## src/rtl/nco_clock_gen_if.sv

```systemverilog
// Bus bundle for nco_clock_gen: run request, tuning-word handshake and clock/status outputs.
// Burst ports exist only when NCO_CLOCK_GEN_BURST_EN is defined.
interface nco_clock_gen_if #(
    parameter int ACC_W = 32,
    parameter int CNT_W = 20
);
    logic             en;
    logic             cfg_valid;
    logic             cfg_ready;
    logic [ACC_W-1:0] cfg_word;
    logic             clk_out;
    logic             busy;
    logic [CNT_W-1:0] edge_count;
`ifdef NCO_CLOCK_GEN_BURST_EN
    logic [15:0]      burst_len;
    logic             burst_done;

    modport master (
        output en, cfg_valid, cfg_word, burst_len,
        input  cfg_ready, clk_out, busy, edge_count, burst_done
    );
    modport slave (
        input  en, cfg_valid, cfg_word, burst_len,
        output cfg_ready, clk_out, busy, edge_count, burst_done
    );
`else
    modport master (
        output en, cfg_valid, cfg_word,
        input  cfg_ready, clk_out, busy, edge_count
    );
    modport slave (
        input  en, cfg_valid, cfg_word,
        output cfg_ready, clk_out, busy, edge_count
    );
`endif
endinterface

```

## src/rtl/nco_clock_gen.sv

```systemverilog
// Phase-accumulator clock generator with glitch-free tuning-word updates on clk_sys.
// Optional burst mode (fixed edge count per run) is enabled by NCO_CLOCK_GEN_BURST_EN.
//
//  state    | meaning
//  ---------+---------------------------------------------------------------
//  ST_IDLE  | acc held at 0, clk_out low, tuning word writes go straight to inc
//  ST_RUN   | accumulating every cycle
//  ST_DRAIN | en dropped (or burst done): finish the current period, then idle
module nco_clock_gen #(
    parameter int ACC_W = 32,
    parameter int CNT_W = 20
) (
    input  logic            clk_sys,
    input  logic            rst,
    nco_clock_gen_if.slave  bus
);

    typedef enum logic [1:0] {
        ST_IDLE  = 2'd0,
        ST_RUN   = 2'd1,
        ST_DRAIN = 2'd2
    } state_t;

    localparam logic [ACC_W-1:0] HALF_WORD = {1'b1, {(ACC_W-1){1'b0}}};

    state_t           state, state_nxt;
    logic [ACC_W-1:0] acc, acc_nxt;
    logic [ACC_W-1:0] inc, inc_nxt;
    logic [ACC_W-1:0] pend_word, pend_word_nxt;
    logic             pend_flag, pend_flag_nxt;
    logic [CNT_W-1:0] edge_count;

    logic [ACC_W-1:0] sum;
    logic             carry;
    logic             run_rise;
    logic             hs;
    logic [ACC_W-1:0] word_clamped;

    logic             start_ok;
    logic             drain_lock;
    logic             burst_hit;

    assign {carry, sum}  = {1'b0, acc} + {1'b0, inc};
    assign run_rise      = sum[ACC_W-1] & ~acc[ACC_W-1];
    assign hs            = bus.cfg_valid & ~pend_flag;
    assign word_clamped  = bus.cfg_word[ACC_W-1] ? HALF_WORD : bus.cfg_word;

`ifdef NCO_CLOCK_GEN_BURST_EN
    logic [15:0] burst_rem, burst_rem_nxt;
    logic        burst_on, burst_on_nxt;
    logic        burst_drain, burst_drain_nxt;
    logic        burst_hold, burst_hold_nxt;
    logic        burst_done_q, burst_done_nxt;

    // Down-counter of edges left in the burst; terminal count is the last edge.
    assign burst_hit  = (state != ST_IDLE) && burst_on && !burst_drain && run_rise
                        && (burst_rem == 16'd1);
    assign start_ok   = ~burst_hold;
    assign drain_lock = burst_drain;
`else
    assign burst_hit  = 1'b0;
    assign start_ok   = 1'b1;
    assign drain_lock = 1'b0;
`endif

    always_ff @(posedge clk_sys or posedge rst) begin
        if (rst) begin
            state      <= ST_IDLE;
            acc        <= '0;
            inc        <= '0;
            pend_word  <= '0;
            pend_flag  <= 1'b0;
            edge_count <= '0;
        end else begin
            state     <= state_nxt;
            acc       <= acc_nxt;
            inc       <= inc_nxt;
            pend_word <= pend_word_nxt;
            pend_flag <= pend_flag_nxt;
            if (acc_nxt[ACC_W-1] & ~acc[ACC_W-1])
                edge_count <= edge_count + 1'b1;
        end
    end

    always_comb begin
        state_nxt     = state;
        acc_nxt       = acc;
        inc_nxt       = inc;
        pend_word_nxt = pend_word;
        pend_flag_nxt = pend_flag;

        case (state)
            ST_IDLE: begin
                acc_nxt = '0;
                if (hs)
                    inc_nxt = word_clamped;
                if (bus.en && start_ok)
                    state_nxt = ST_RUN;
            end
            ST_RUN: begin
                acc_nxt = sum;
                if (burst_hit || !bus.en)
                    state_nxt = ST_DRAIN;
            end
            ST_DRAIN: begin
                if (bus.en && !drain_lock && !burst_hit) begin
                    state_nxt = ST_RUN;
                    acc_nxt   = sum;
                end else if (carry) begin
                    state_nxt = ST_IDLE;
                    acc_nxt   = '0;
                end else begin
                    acc_nxt = sum;
                end
            end
            default: begin
                state_nxt = ST_IDLE;
                acc_nxt   = '0;
            end
        endcase

        // Word changes only land on a carry so every period is whole.
        if (state != ST_IDLE) begin
            if (carry && pend_flag) begin
                inc_nxt       = pend_word;
                pend_flag_nxt = 1'b0;
            end
            if (hs) begin
                if (state_nxt == ST_IDLE) begin
                    inc_nxt       = word_clamped;
                    pend_flag_nxt = 1'b0;
                end else begin
                    pend_word_nxt = word_clamped;
                    pend_flag_nxt = 1'b1;
                end
            end
        end
    end

`ifdef NCO_CLOCK_GEN_BURST_EN
    always_ff @(posedge clk_sys or posedge rst) begin
        if (rst) begin
            burst_rem    <= '0;
            burst_on     <= 1'b0;
            burst_drain  <= 1'b0;
            burst_hold   <= 1'b0;
            burst_done_q <= 1'b0;
        end else begin
            burst_rem    <= burst_rem_nxt;
            burst_on     <= burst_on_nxt;
            burst_drain  <= burst_drain_nxt;
            burst_hold   <= burst_hold_nxt;
            burst_done_q <= burst_done_nxt;
        end
    end

    always_comb begin
        burst_rem_nxt   = burst_rem;
        burst_on_nxt    = burst_on;
        burst_drain_nxt = burst_drain;
        burst_hold_nxt  = burst_hold;
        burst_done_nxt  = 1'b0;

        if (!bus.en)
            burst_hold_nxt = 1'b0;

        if (state == ST_IDLE && state_nxt == ST_RUN) begin
            burst_rem_nxt   = bus.burst_len;
            burst_on_nxt    = (bus.burst_len != 16'd0);
            burst_drain_nxt = 1'b0;
        end else if (state != ST_IDLE && burst_on && !burst_drain && run_rise) begin
            burst_rem_nxt = burst_rem - 16'd1;
            if (burst_hit) begin
                burst_drain_nxt = 1'b1;
                burst_hold_nxt  = 1'b1;
            end
        end

        if (state != ST_IDLE && state_nxt == ST_IDLE) begin
            burst_drain_nxt = 1'b0;
            burst_done_nxt  = burst_drain;
        end
    end

    assign bus.burst_done = burst_done_q;
`endif

    assign bus.cfg_ready  = ~pend_flag;
    assign bus.clk_out    = acc[ACC_W-1];
    assign bus.busy       = (state != ST_IDLE);
    assign bus.edge_count = edge_count;

endmodule

```

## src/flat_wrapper.sv

```systemverilog
// flat-port wrapper written by rule: the top's interface ports become plain ports
module nco_clock_gen_flat 
#(
    parameter int ACC_W = 32,
    parameter int CNT_W = 20
)
  (clk_sys, rst, bus_en, bus_cfg_valid, bus_cfg_word, bus_cfg_ready, bus_clk_out, bus_busy, bus_edge_count);
  nco_clock_gen_if #(.ACC_W(ACC_W), .CNT_W(CNT_W)) bus_i ();
  input  logic clk_sys;
  input  logic rst;
  input wire logic [$bits(bus_i.en)-1:0] bus_en;
  input wire logic [$bits(bus_i.cfg_valid)-1:0] bus_cfg_valid;
  input wire logic [$bits(bus_i.cfg_word)-1:0] bus_cfg_word;
  output wire logic [$bits(bus_i.cfg_ready)-1:0] bus_cfg_ready;
  output wire logic [$bits(bus_i.clk_out)-1:0] bus_clk_out;
  output wire logic [$bits(bus_i.busy)-1:0] bus_busy;
  output wire logic [$bits(bus_i.edge_count)-1:0] bus_edge_count;
  assign bus_i.en = bus_en;
  assign bus_i.cfg_valid = bus_cfg_valid;
  assign bus_i.cfg_word = bus_cfg_word;
  assign bus_cfg_ready = bus_i.cfg_ready;
  assign bus_clk_out = bus_i.clk_out;
  assign bus_busy = bus_i.busy;
  assign bus_edge_count = bus_i.edge_count;
  nco_clock_gen #(.ACC_W(ACC_W), .CNT_W(CNT_W)) u_core (.clk_sys(clk_sys), .rst(rst), .bus(bus_i));
endmodule
```

## config.mk

```make
export PLATFORM = sky130hd
export DESIGN_NAME = nco_clock_gen_flat
export DESIGN_NICKNAME = d
export VERILOG_FILES = /design/src/rtl/nco_clock_gen_if.sv /design/src/rtl/nco_clock_gen.sv /design/src/flat_wrapper.sv
export SDC_FILE = /design/constraint.sdc
export NUM_CORES = 1
export LEC_CHECK = 0
export ABC_AREA = 1
export CAP_MARGIN = 25
export CORE_MARGIN = 5
export CORE_UTILIZATION = 56
export CTS_CLUSTER_DIAMETER = 200
export DETAILED_ROUTE_END_ITERATION = 10
export PLACE_DENSITY_LB_ADDON = 0.05
export SLEW_MARGIN = 15
export SYNTH_ARGS = -nofsm -noshare
export SYNTH_HDL_FRONTEND = slang
export SYNTH_SLANG_ARGS = --single-unit
export TNS_END_PERCENT = 30
```

## constraint.sdc

```tcl
create_clock -name clk_sys -period 7.8 [get_ports clk_sys]
set_clock_uncertainty 0.05 [all_clocks]
set_input_delay 1.56 -clock clk_sys [delete_from_list [all_inputs] [get_ports clk_sys]]
set_output_delay 1.56 -clock clk_sys [all_outputs]
set_load 0.005 [all_outputs]
```

==> impl_metrics.py, run 1 <==
metrics = {
    "grt": {
        "track_usage_pct": 24.2,
        "grt_max_degree": 80,
        "grt_pass1_wl_um": 31600,
        "grt_overflow": 0,
        "antenna_found_initial": 0,
        "grt_pass1_vias": 6461,
    },
    "placed_design": {
        "dp.cells": 1243,
        "place_hpwl_um": 12500,
        "gp_congestion": 0.903,
        "place_area_um2": 8340,
        "portBuffers": 58,
    },
    "yosys": {
        "ys_warn_count": 0,
        "synthesis.instances": 1049,
        "seq_area_frac_synth_pct": 38.4,
        "post_synth.cell_area_avg_um2": 7.38,
        "synth_seq_cells": 119,
        "syn_nets": 1123,
        "synth_area_um2": 7740,
        "yosysUniqueCellTypes": 39,
    },
    "cts": {
        "cts_sinks": 119,
        "ctsHtreeMaxLevel": 4,
        "cts_hold_buf": 0,
        "clk-insertion-delay-late_ps": 430,
        "cts.clk_slew.worst_paths_ps": 60,
        "cts_tree": "built",
        "cts_root_buffer": "clkbuf_16",
        "numCtsBuffers": 17,
        "ctsResizeCount": 0,
        "post_cts_buffers": 0,
        "cts.path.max_buffers": 2,
    },
    "sta": {
        "setup_viol": 0,
        "max_freq_ghz": 0.249,
        "slew_violations": 0,
        "slew-limit-headroom_pct": 30.0,
        "fin_tns_setup_ps": 0,
        "max_slew.worst_pin.slew_ps": 1050,
        "finalHoldViolations": 0,
        "rsz0062_at_grt": "false",
        "post-route-period-util_pct": 51.6,
        "period_needed_ps": 4020,
    },
    "die": {
        "dieHeight_um": 128,
        "start_util_pct": 56.5,
        "core_area_um2": 13700,
        "rows": 43,
        "die-area_um2": 16300,
        "fp.dieW_um": 128,
        "ioPinCount": 59,
    },
    "pwr": {
        "p_leak_nw": 4.40,
        "power_density_nw_per_um2": 386,
        "ir_drop_mv": 0.223,
    },
    "route": {
        "vias": 7026,
        "wl_per_cell_um": 15.2,
        "drc": 0,
        "avgViaCountPerCell": 5.50,
        "routed_wl_um": 19400,
        "ant_nets": 0,
        "drt_iter0_drc": 567,
        "drtPass1Iterations": 5,
    },
    "final_layout": {
        "final_common_cell": "nand2_1",
        "diodes": 0,
        "final_cell_mix": "327 x nand2_1, 119 x dfrtp_1, 109 x o21ai_0, 69 x inv_1, 67 x nor2_1",
        "utilization_pct": 65.8,
        "layout.cells.non_filler": 1278,
        "fill_cells": 1244,
        "final_layout_size_suffix_gt1_share_pct": 9.56,
        "fin_nets": 1160,
        "area_growth_pct": 16.5,
        "design_area_um2": 9020,
    },
    "critical_path": {
        "slowest_stage": "clkdlybuf4s50_1",
        "start_kind": "flop",
        "cp-end-kind": "primary output",
        "arrival_ps": 2410,
        "required_ps": 6190,
        "worstSetupPathType": "flop to primary output",
        "crit_chain": "inv_1, ha_1, inv_2, buf_16, clkdlybuf4s50_1",
        "worstPathMaxFanout": 37,
        "critical_path_buf_inv_count": 4,
        "path_delay_family": "buffers and inverters",
        "max_stage_delay_ps": 520,
    },
    "min_path": {
        "hp-class": "flop to flop",
    },
    "run": {
        "drv_cap": 0,
    },
    "run_status": {
        "status": "completed",
    },
}
## final timing paths
path                            depth (start not counted)                             start                               endpoint  slack [ps]
worst max register to register                         18           u_core.inc[0]$_DFF_PP0_                u_core.inc[2]$_DFF_PP0_        3880
worst max-delay path                                    5         u_core.state[0]$_DFF_PP0_                               bus_busy        3780
worst min-delay path                                    2  u_core.pend_word[16]$_DFFE_PP0P_       u_core.pend_word[16]$_DFFE_PP0P_         430
max in group asynchronous                               4                               rst        u_core.pend_word[6]$_DFFE_PP0P_        5060
min in group asynchronous                               2                               rst  u_core.bus.edge_count[13]$_DFFE_PP0P_        1480
worst min register to register                          2  u_core.pend_word[16]$_DFFE_PP0P_       u_core.pend_word[16]$_DFFE_PP0P_         430
## flip-flops by register name, indices dropped and copies added, names as in the netlist
name,cells
u_core.acc,32
u_core.bus.edge_count,20
u_core.inc,32
u_core.pend_flag,1
u_core.pend_word,32
u_core.state,2
## synth_stat cells
cell type / n / area (um^2)
buf_4: 2 / 15.0
and3_1: 1 / 6.26
nand2_4: 1 / 11.3
xnor2_1: 21 / 184
a41o_1: 1 / 10.0
o21ai_0: 109 / 546
clkinv_1: 2 / 7.51
or2_1: 2 / 12.5
ha_1: 37 / 463
a21oi_1: 44 / 220
fa_1: 1 / 20.0
buf_6: 7 / 78.8
xor2_1: 16 / 140
a21boi_1: 1 / 7.51
nand3_1: 46 / 230
nor4_1: 5 / 31.3
nand3b_1: 1 / 7.51
o21a_1: 3 / 22.5
clkbuf_1: 26 / 97.6
nor3_1: 6 / 30.0
nand2_2: 4 / 25.0
dfrtp_1: 119 / 2980
buf_2: 12 / 60.1
o21bai_1: 2 / 15.0
nor3b_1: 1 / 7.51
a31o_2: 1 / 8.76
a21o_1: 4 / 30.0
nand2_1: 328 / 1230
o211ai_1: 3 / 22.5
nand3_2: 4 / 40.0
o21ai_2: 20 / 175
inv_1: 71 / 267
or2_2: 32 / 200
a31oi_1: 1 / 6.26
nor2_1: 68 / 255
nor3_2: 1 / 10.0
buf_1: 2 / 7.51
o21ai_1: 8 / 40.0
nand4_1: 36 / 225
## power by group
part / leakage [nW] / switching (mW) / internal (mW)
Sequential: 1.55 / 0.148 / 0.837
Clock: 0.299 / 0.284 / 0.523
Combinational: 2.54 / 1.05 / 0.636
## cell type report
| type | count | area [um^2] | share of cell area [%] |
|---|---|---|---|
| multi-input cells | 808 | 4240 | 47.0 |
| flip-flops and latches | 119 | 2980 | 33.0 |
| repair buffers | 67 | 701 | 7.77 |
| clock buffers | 22 | 474 | 5.26 |
| inverters | 73 | 277 | 3.06 |
| well taps | 180 | 225 | 2.50 |
| clock inverters | 9 | 124 | 1.37 |
## kinds of logic (layout without fill, tap and decap cells)
group                    after synthesis  count (layout)  share of synthesized area (%)
AO/OA/AOI/OAI                        197             197                           14.2
AND/OR/NAND/NOR                      536             536                           30.0
buffers and inverters                122             171                           6.88
flip-flops                           119             119                           38.4
adder cells (fa/ha/maj)               38              38                           6.24
XOR/XNOR                              37              37                           4.18
## worst reg2reg max path: cells and delay by family (launching register included)
family	cells	cell delay, ps
DFF	1	380
and+or+nand+nor	14	2700
buffers and inverters	2	150
adders and majority gates	2	590
## through the flow
stage          hold slack, ps  setup slack, ps  power [mW]
2_1_floorplan             398             3030        2.26
3_3_place_gp              411             3430        2.60
3_5_place_dp              414             3380        2.62
4_1_cts                   429             3560        3.45
5_1_grt                   446             3580        3.76
6_report                  426             3780        3.48
## per-layer routing
layer  share of wire (%)  GRT usage [%]
met5                   0              0
met4                 1.6           6.74
met3                 4.6           4.93
met2                  48           40.0
met1                  46           32.4
No activity file was read; power rests on OpenSTA's default activity.
==> run 2: changes to the inputs <==
CORE_UTILIZATION = 54   (was 56)
clock period = 3.4 ns   (was 7.8 ns; I/O delays follow)
==> run 2 against run 1 <==
Combinational power is 140% higher. Sequential power is 130% higher. Critical endpoint is now u_core.inc[9]$_DFF_PP0_. Setup slack worse by 3400 ps. Die area is 3.4% higher. Total power is 140% higher. Final cell count is 1.0% higher. Largest power group unchanged. Non-clock buffer count is 12 higher. Critical path type is now flop to flop. Largest cell class unchanged. Design area is 1.9% higher.
==> impl_metrics.py, run 2 (same netlist as run 1, synthesis figures left out) <==
metrics = {
    "min_path": {
        "worstHoldStart": "u_core.pend_word[6]$_DFFE_PP0P_",
        "hp-class": "flop to flop",
        "worstHoldEndpoint": "u_core.pend_word[6]$_DFFE_PP0P_",
        "hold_depth": 2,
    },
    "die": {
        "start_util_pct": 55.4,
        "rows": 43,
        "dieHeight_um": 130,
        "core_area_um2": 14000,
        "ioPinCount": 59,
        "die-area_um2": 16800,
        "fp.dieW_um": 130,
    },
    "cts": {
        "cts.path.max_buffers": 2,
        "cts_root_buffer": "clkbuf_16",
        "clk-insertion-delay-late_ps": 420,
        "ctsResizeCount": 0,
        "ctsHtreeMaxLevel": 4,
        "numCtsBuffers": 17,
        "cts.clk_slew.worst_paths_ps": 60,
        "cts_hold_buf": 0,
        "cts_tree": "built",
        "cts_sinks": 119,
        "post_cts_buffers": 0,
    },
    "critical_path": {
        "regToRegStartpoint": "u_core.inc[0]$_DFF_PP0_",
        "rr_endpoint": "u_core.inc[9]$_DFF_PP0_",
        "r2r_cells": 21,
        "worstPathMaxFanout": 24,
        "worstSetupStartpoint": "u_core.inc[0]$_DFF_PP0_",
        "worstSetupPathType": "flop to flop",
        "path_delay_family": "simple AND/OR/NAND/NOR gates",
        "start_kind": "flop",
        "max_stage_delay_ps": 360,
        "arrival_ps": 3320,
        "required_ps": 3700,
        "cp-end-kind": "flop",
        "crit_chain": "ha_1, inv_1, fa_1, inv_1, nand2_1, nand2_1, nand3_1, nand2_2, nand2_1, nand2_2, nand2_2, nand3_2, nand2_1, nand2_1, nand2_1, nand2_4, nand3_2, buf_12, nand2_1, nand3_1, nand2_1",
        "cp.depth": 21,
        "critical_path_buf_inv_count": 3,
        "slowest_stage": "fa_1",
        "cpMostUsedCell": "nand2_1",
        "r2r_setup_slack_ps": 380,
    },
    "final_layout": {
        "final_layout_size_suffix_gt1_share_pct": 10.5,
        "fin_nets": 1172,
        "top_regs": "u_core.acc x32, u_core.inc x32, u_core.pend_word x32",
        "area_growth_pct": 18.7,
        "final_common_cell": "nand2_1",
        "utilization_pct": 65.7,
        "final_cell_mix": "327 x nand2_1, 119 x dfrtp_1, 109 x o21ai_0, 69 x inv_1, 67 x nor2_1",
        "diodes": 0,
        "layout.cells.non_filler": 1291,
        "design_area_um2": 9190,
    },
    "route": {
        "drtPass1Iterations": 5,
        "ant_nets": 0,
        "drc": 0,
        "drt_iter0_drc": 513,
        "vias": 7039,
        "routed_wl_um": 19700,
        "avgViaCountPerCell": 5.45,
        "wl_per_cell_um": 15.2,
    },
    "pwr": {
        "power_density_nw_per_um2": 891,
        "ir_drop_mv": 0.558,
        "totalPowerFinal_mw": 8.19,
        "p_leak_nw": 4.48,
    },
    "sta": {
        "setup_ws_ps": 378,
        "slew_violations": 0,
        "holdWs_ps": 421,
        "max_freq_ghz": 0.331,
        "slew-limit-headroom_pct": 68.7,
        "post-route-period-util_pct": 88.9,
        "setup_viol": 0,
        "finalHoldViolations": 0,
        "fin_tns_setup_ps": 0,
        "rsz0062_at_grt": "false",
        "period_needed_ps": 3020,
        "max_slew.worst_pin.slew_ps": 468,
    },
    "placed_design": {
        "gp_congestion": 0.879,
        "portBuffers": 58,
        "place_area_um2": 8530,
        "preCtsSetupSlack_ps": 252,
        "place_hpwl_um": 13200,
        "dp.cells": 1258,
    },
    "grt": {
        "grt_overflow": 0,
        "antenna_found_initial": 0,
        "track_usage_pct": 24.2,
        "grt_pass1_wl_um": 32200,
        "grt_pass1_vias": 6449,
        "grt_max_degree": 51,
    },
    "run_status": {
        "status": "completed",
    },
    "run": {
        "drv_cap": 0,
    },
}
-- run 2: where the power goes --
part | switching, mW | total, mW | internal, mW
clock | 0.648 | 1.95 | 1.30
sequential | 0.345 | 2.26 | 1.92
combinational | 2.44 | 3.98 | 1.54
total | 3.43 | 8.19 | 4.76
-- run 2: area by class of cell --
type / instances / area (um^2)
Tap cell: 180 / 225
Clock buffer: 24 / 492
Fill cell: 1246 / 4800
Clock inverter: 8 / 143
Multi-Input combinational cell: 808 / 4240
Sequential cell: 119 / 2980
Inverter: 73 / 278
Timing Repair Buffer: 79 / 833
-- run 2: worst register-to-register path, delay by kind of cell (launching register included) --
family | cells | cell delay (ps)
flip-flops | 1 | 350
buffers and inverters | 3 | 390
AND/OR/NAND/NOR | 16 | 1640
adder cells (fa/ha/maj) | 2 | 520
-- run 2: how the worst max path moves through the flow --
stage | to | slack (ps)
global route | u_core.pend_word[19]$_DFFE_PP0P_ | 80
floorplan | u_core.pend_flag$_DFFE_PP0P_ | 1010
detailed placement | u_core.inc[9]$_DFF_PP0_ | 250
CTS | u_core.pend_word[20]$_DFFE_PP0P_ | 390
finish | u_core.inc[9]$_DFF_PP0_ | 380
global placement | u_core.inc[29]$_DFF_PP0_ | 350
-- run 2: routing by layer --
layer | track usage, % | up-vias | routed length [um]
met3 | 4.46 | 39 | 990
met5 | 0 | - | 0
li1 | - | 3570 | -
met4 | 10.1 | 0 | 629
met1 | 34.3 | 3226 | 9140
met2 | 36.8 | 204 | 8920
